### config.mk
export PLATFORM = sky130hd
export DESIGN_NAME = uparc_pipe_ctl
export DESIGN_NICKNAME = d
export VERILOG_FILES = /design/src/rtl/uparc_pipe_ctl.sv
export SDC_FILE = /design/constraint.sdc
export NUM_CORES = 1
export LEC_CHECK = 0
export BUFFER_PORTS_ARGS = -buffer_cell sky130_fd_sc_hd__buf_2
export CAP_MARGIN = 20
export CELL_PAD_IN_SITES_DETAIL_PLACEMENT = 0
export CELL_PAD_IN_SITES_GLOBAL_PLACEMENT = 1
export CORE_MARGIN = 2
export CORE_UTILIZATION = 42
export DETAILED_ROUTE_END_ITERATION = 10
export PLACE_DENSITY = 0.95
export SLEW_MARGIN = 40
export SYNTH_ARGS = -nofsm -noshare
export SYNTH_HDL_FRONTEND = slang
export SYNTH_SLANG_ARGS = --single-unit
### constraint.sdc
create_clock -name clk -period 6 [get_ports clk]
set_input_delay 0.3 -clock clk [delete_from_list [all_inputs] [get_ports clk]]
set_output_delay 0.3 -clock clk [all_outputs]
set_load 0.02 [all_outputs]
### src/rtl/uparc_pipe_ctl.sv
// Pipeline interlock controller: load-use / HI-LO hazard stalls, bus-wait freeze,
// multi-cycle mul/div sequencing and a saturating stall-cycle counter.
module uparc_pipe_ctl #(
  parameter int unsigned REGNO_WIDTH  = 5,
  parameter int unsigned MD_CYCLES    = 32,
  parameter int unsigned MD_CNT_WIDTH = 6,
  parameter int unsigned PERF_WIDTH   = 32
) (
  input  logic                   clk,
  input  logic                   nrst,
  input  logic [REGNO_WIDTH-1:0] rs_p1,
  input  logic                   rs_used_p1,
  input  logic [REGNO_WIDTH-1:0] rt_p1,
  input  logic                   rt_used_p1,
  input  logic                   mfhilo_p1,
  input  logic                   md_start_p1,
  input  logic [REGNO_WIDTH-1:0] rd_p2,
  input  logic                   load_p2,
  input  logic                   bus_wait_p3,
  input  logic                   flush,
  output logic                   stall_p0,
  output logic                   stall_p1,
  output logic                   bubble_p2,
  output logic                   stall_all,
  output logic                   md_go,
  output logic                   md_busy,
  output logic                   md_done,
  output logic [PERF_WIDTH-1:0]  stall_cycles
);

  typedef enum logic {IDLE, MDBUSY} state_t;

  localparam logic [MD_CNT_WIDTH-1:0] MD_LOAD = MD_CNT_WIDTH'(MD_CYCLES - 1);

  state_t                  state_q, state_d;
  logic [MD_CNT_WIDTH-1:0] cnt_q, cnt_d;
  logic [PERF_WIDTH-1:0]   stall_cnt_q, stall_cnt_d;

  logic busy, done, lu, mh, hz_stall, p1_hold, accept;

  always_comb begin
    busy     = (state_q == MDBUSY);
    done     = busy && (cnt_q == '0);
    lu       = load_p2 && (rd_p2 != '0) &&
               ((rs_used_p1 && (rs_p1 == rd_p2)) || (rt_used_p1 && (rt_p1 == rd_p2)));
    mh       = (mfhilo_p1 || md_start_p1) && busy && !done;
    hz_stall = !flush && (lu || mh);
    p1_hold  = bus_wait_p3 || hz_stall;
    accept   = md_start_p1 && !flush && !p1_hold;
  end

  // Combinational controls are forced low while reset is held, not just the registers.
  always_comb begin
    stall_all = nrst && bus_wait_p3;
    stall_p0  = nrst && p1_hold;
    stall_p1  = nrst && p1_hold;
    bubble_p2 = nrst && !bus_wait_p3 && hz_stall;
    md_go     = nrst && accept;
    md_busy   = nrst && busy;
    md_done   = nrst && done;
    stall_cycles = stall_cnt_q;
  end

  always_comb begin
    state_d = state_q;
    cnt_d   = cnt_q;
    unique case (state_q)
      IDLE: begin
        if (accept) begin
          state_d = MDBUSY;
          cnt_d   = MD_LOAD;
        end
      end
      MDBUSY: begin
        if (cnt_q == '0) begin
          if (accept) begin
            cnt_d = MD_LOAD;
          end else begin
            state_d = IDLE;
          end
        end else begin
          cnt_d = cnt_q - MD_CNT_WIDTH'(1);
        end
      end
      default: state_d = IDLE;
    endcase
  end

  always_comb begin
    stall_cnt_d = stall_cnt_q;
    if (p1_hold && (stall_cnt_q != '1)) begin
      stall_cnt_d = stall_cnt_q + PERF_WIDTH'(1);
    end
  end

  always_ff @(posedge clk or negedge nrst) begin
    if (!nrst) begin
      state_q     <= IDLE;
      cnt_q       <= '0;
      stall_cnt_q <= '0;
    end else begin
      state_q     <= state_d;
      cnt_q       <= cnt_d;
      stall_cnt_q <= stall_cnt_d;
    end
  end

endmodule

* Word level (Yosys, flattened, before mapping)
Cells that the tools add are included. Widths: inputs -> output; s select.
Word-level totals: register bits 39, bits of input ports 24, output and inout bits 39, logic and storage cells 43
Cells by class: add/sub/neg operators 2, eq/ne operators 3, multiplexer cells 6, bitwise gates (word level) 1, reductions and logical operators 28
Operator list (number):
- $add 32x1->32 const B | 1
- $ne 32x32->1 const B | 1
- $logic_and 1x1->1 | 18
- $mux 6 | 2
- $pmux 6 s2 | 1
- $eq 5x5->1 | 2
- $logic_not 6->1 | 1
- $sub 6x1->6 const B | 1
- $reduce_bool 5->1 | 1
- $logic_not 1->1 | 4
- $logic_or 1x1->1 | 4
- $mux 1 | 2
- $pmux 1 s2 | 1
- $not 1->1 | 1

* Depth between registers and ports, before layout
word-level depth 12, mapped depth 8, mapped depth without buffers 7

* Worst setup path after synthesis
Ideal clock, no wire load.
path type register -> output, from register cnt_q[0], to output stall_p1, data arrival time 1.911 ns, data required time 5.700 ns, setup slack 3.789 ns, cell stages (with the launch flop) 9, buffers on the path 2, cell sequence dfrtp_1 > inv_1 > ha_1 > a21bo_2 > nor3_2 > a211oi_4 > buf_2 > nor2b_1 > buf_4
On the way: cells in the longest elaborated chain, start to end 8
Ends and longest elaborated chain:
- start, declared | RTL line 36 | logic [MD_CNT_WIDTH-1:0] cnt_q, cnt_d;
- start signal, assigned | RTL line 103 | cnt_q <= cnt_d;
- $logic_not 6->1 | RTL line 43 | done = busy && (cnt_q == '0);
- $logic_and 1x1->1 | RTL line 43
- $logic_not 1->1 | RTL line 46 | mh = (mfhilo_p1 || md_start_p1) && busy && !done;
- $logic_and 1x1->1 | RTL line 46
- $logic_or 1x1->1 | RTL line 47 | hz_stall = !flush && (lu || mh);
- $logic_and 1x1->1 | RTL line 47
- $logic_or 1x1->1 | RTL line 48 | p1_hold = bus_wait_p3 || hz_stall;
- $logic_and 1x1->1
- end, declared | RTL line 22 | output logic stall_p1,
No other way between the ends.

* Worst setup path after layout
from register cnt_q[2], to output stall_p0
On the way: cells in the longest elaborated chain, start to end 8
Ends and longest elaborated chain:
- $logic_not 6->1 | RTL line 43
- $logic_and 1x1->1 | RTL line 43
- $logic_not 1->1 | RTL line 46
- $logic_and 1x1->1 | RTL line 46
- $logic_or 1x1->1 | RTL line 47
- $logic_and 1x1->1 | RTL line 47
- $logic_or 1x1->1 | RTL line 48
- $logic_and 1x1->1 | RTL line 55 | stall_p0 = nrst && p1_hold;
- end, declared | RTL line 21 | output logic stall_p0,
No other way between the ends.

==> results.json <==
{
  "outcome": "complete, but fails checks",
  "violations": "negative hold slack",
  "dieArea_um2": 5794,
  "post-place-cells": 351,
  "drtPass1Iterations": 4,
  "synth_edf_count": 0,
  "worstSetupStartpointType": "flip-flop",
  "power_w": 0.001012,
  "synthArstFlopShare": 1.000,
  "ant_nets": 0,
  "initial_utilization": 0.4305,
  "dp_hpwl_um": 3498,
  "antenna_found_initial": 0,
  "min_period_ps": 2678,
  "htreeDepth": 2,
  "stdcell_area_um2": 2644,
  "rsz0062_at_grt": "false",
  "drv_cap": 0,
  "die_h_um": 76.12,
  "synth_fp_nets": 251,
  "gp_congestion": 0.8039,
  "tightest_slew_ps": 766.7,
  "viasPerCell": 5.142,
  "cp_max_fo": 33,
  "wire_per_inst_um": 13.39,
  "slew-limit-headroom": 0.4889,
  "io_pins": 63,
  "ys.flop_type": "dfrtp_1",
  "fin_cells": 358,
  "crit_type": "reg -> out",
  "yosysWarnings": 0,
  "whs_ps": -12.10,
  "cts.reportedPaths.clkPinSlew_ps": 70,
  "num_rows": 26,
  "dpl-instance-area_um2": 2556,
  "grt_max_degree": 45,
  "clock_sinks": 39,
  "numCtsBuffers": 5,
  "drc": 0,
  "setup_tns_ps": 0,
  "syn_area_per_cell_um2": 9.753,
  "fin_nets": 315,
  "synthTopCellsByCount": "dfrtp_1, xor2_1, nor2_1, nor3_1, nand3_1",
  "synth_top_cell_by_area": "dfrtp_1",
  "die_x_um": 76.12,
  "synth_top_area_frac": 0.4467,
  "power_density_nw_per_um2": 383.0,
  "setup_viol": 0,
  "fin_crit_sh": 0.4463,
  "skew_ps": 5.272,
  "synth_area_leaders": "dfrtp_1, xor2_1, xnor2_1",
  "holdBufCountCts": 0,
  "final_util": 0.5210,
  "area_delta_synth_final_pct": 21.02,
  "hold_class": "in -> async",
  "fmax_ghz": 0.3735,
  "port_buffers": 62,
  "clk_latency_ps": 290,
  "critPathCaptureType": "primary output",
  "overflow": 0,
  "clockBufferDepth": 2,
  "irDropWorstVdd_mv": 0.2598,
  "critPathArrivalTime_ps": 2380,
  "yosys.cell_count.top_type": "dfrtp_1",
  "grt_pass1_wl_um": 8618,
  "cp.required_ps": 5700,
  "syn_area_um2": 2185,
  "vias": 1841,
  "hold_viol_final": 30,
  "drt_iter0_markers": 116,
  "synth_cell_types": 41,
  "ys_seq_elements": 39,
  "layout-drive-gt1-share": 0.2743,
  "grt_use_total": 0.1795,
  "p_leak_nw": 1.162,
  "maxSlewViolCount": 0,
  "routed_wl_um": 4795,
  "ctsResizeCount": 0,
  "ctsRootBufferMaster": "clkbuf_8",
  "cts_tree": "built",
  "diodes": 0,
  "grt_pass1_vias": 1789,
  "post_cts_buffers": 0,
  "synthCells": 224,
  "fillCellCount": 485,
  "core_um2": 5075,
  "ys_seq_area_frac": 0.4467
}
layout by cell type (no fill, tap or decap), types with 6 or more instances in the layout:
cell type  instances
and3_1             6
buf_2             61
clkbuf_8           6
dfrtp_1           39
nand2_1           15
nand3_1           16
nand4_1           10
nor2_1            18
nor3_1            17
nor4_1             9
xnor2_1           12
xor2_1            29
state kept, by name, summed over array words and instances, names as in the netlist:
register and count:
stall_cycles 32, busy 1, cnt_q 6
routing by layer:
metal,up-vias,part of all wire,track usage
met3,4,0.040,0.03081
met1,879,0.46,0.2481
li1,925,-,-
met5,-,0,0
met4,0,0.0092,0.05455
met2,33,0.49,0.2911
cells by family after synthesis:
| group | count (synthesis) | share of synthesized area |
|---|---|---|
| xor+xnor | 41 | 0.1644 |
| flops | 39 | 0.4467 |
| buf+inv | 11 | 0.02520 |
| mux | 2 | 0.009736 |
| compound gates | 17 | 0.05900 |
| fa+ha+maj | 3 | 0.01718 |
| simple gates | 111 | 0.2778 |
per-stage QoR:
step / hold slack [ps] / worst slack [ps]
2_1_floorplan: 4.409 / 3789
3_3_place_gp: 468.3 / 3559
3_5_place_dp: 318.0 / 3443
5_1_grt: 41.10 / 3087
4_1_cts: 8.608 / 3312
6_report: -12.10 / 3322
worst paths after layout:
| path | from | to | slack [ps] | cells after the start |
|---|---|---|---|---|
| max in group asynchronous | nrst | stall_cycles[1] | 5650 | 1 |
| hold reg to reg | stall_cycles[31] | stall_cycles[31] | 480 | 1 |
| setup / recovery | cnt_q[2] | stall_p0 | 3320 | 7 |
| setup reg to reg | stall_cycles[0] | stall_cycles[1] | 3420 | 6 |
| hold / removal | nrst | cnt_q[2] | -10 | 1 |
| min in group clk | stall_cycles[31] | stall_cycles[31] | 480 | 1 |
where the power goes:
group	internal (W)	switching, W	leakage, nW
combinational	0.000152	0.000234	0.685
clock	0.0000902	0.0000884	0.0470
sequential	0.000344	0.000104	0.430
cell type report:
| type | instances | area, µm² | share of cell area |
|---|---|---|---|
| clock buffers | 6 | 82.58 | 0.03124 |
| clock inverters | 1 | 5.005 | 0.001893 |
| inverters | 5 | 18.77 | 0.007099 |
| multi-input cells | 174 | 1154 | 0.4363 |
| flip-flops and latches | 39 | 975.9 | 0.3691 |
| well taps | 70 | 87.58 | 0.03313 |
| repair buffers | 63 | 320.3 | 0.1212 |
critical path, stage by stage (launching register included):
cell      delay (ps)
dfrtp_1          430
nor4_1           450
a21bo_2          290
nor3_2            80
a211oi_4         200
buf_4            350
nor2b_1          100
buf_2            170
No activity file was read; power rests on OpenSTA's default activity.
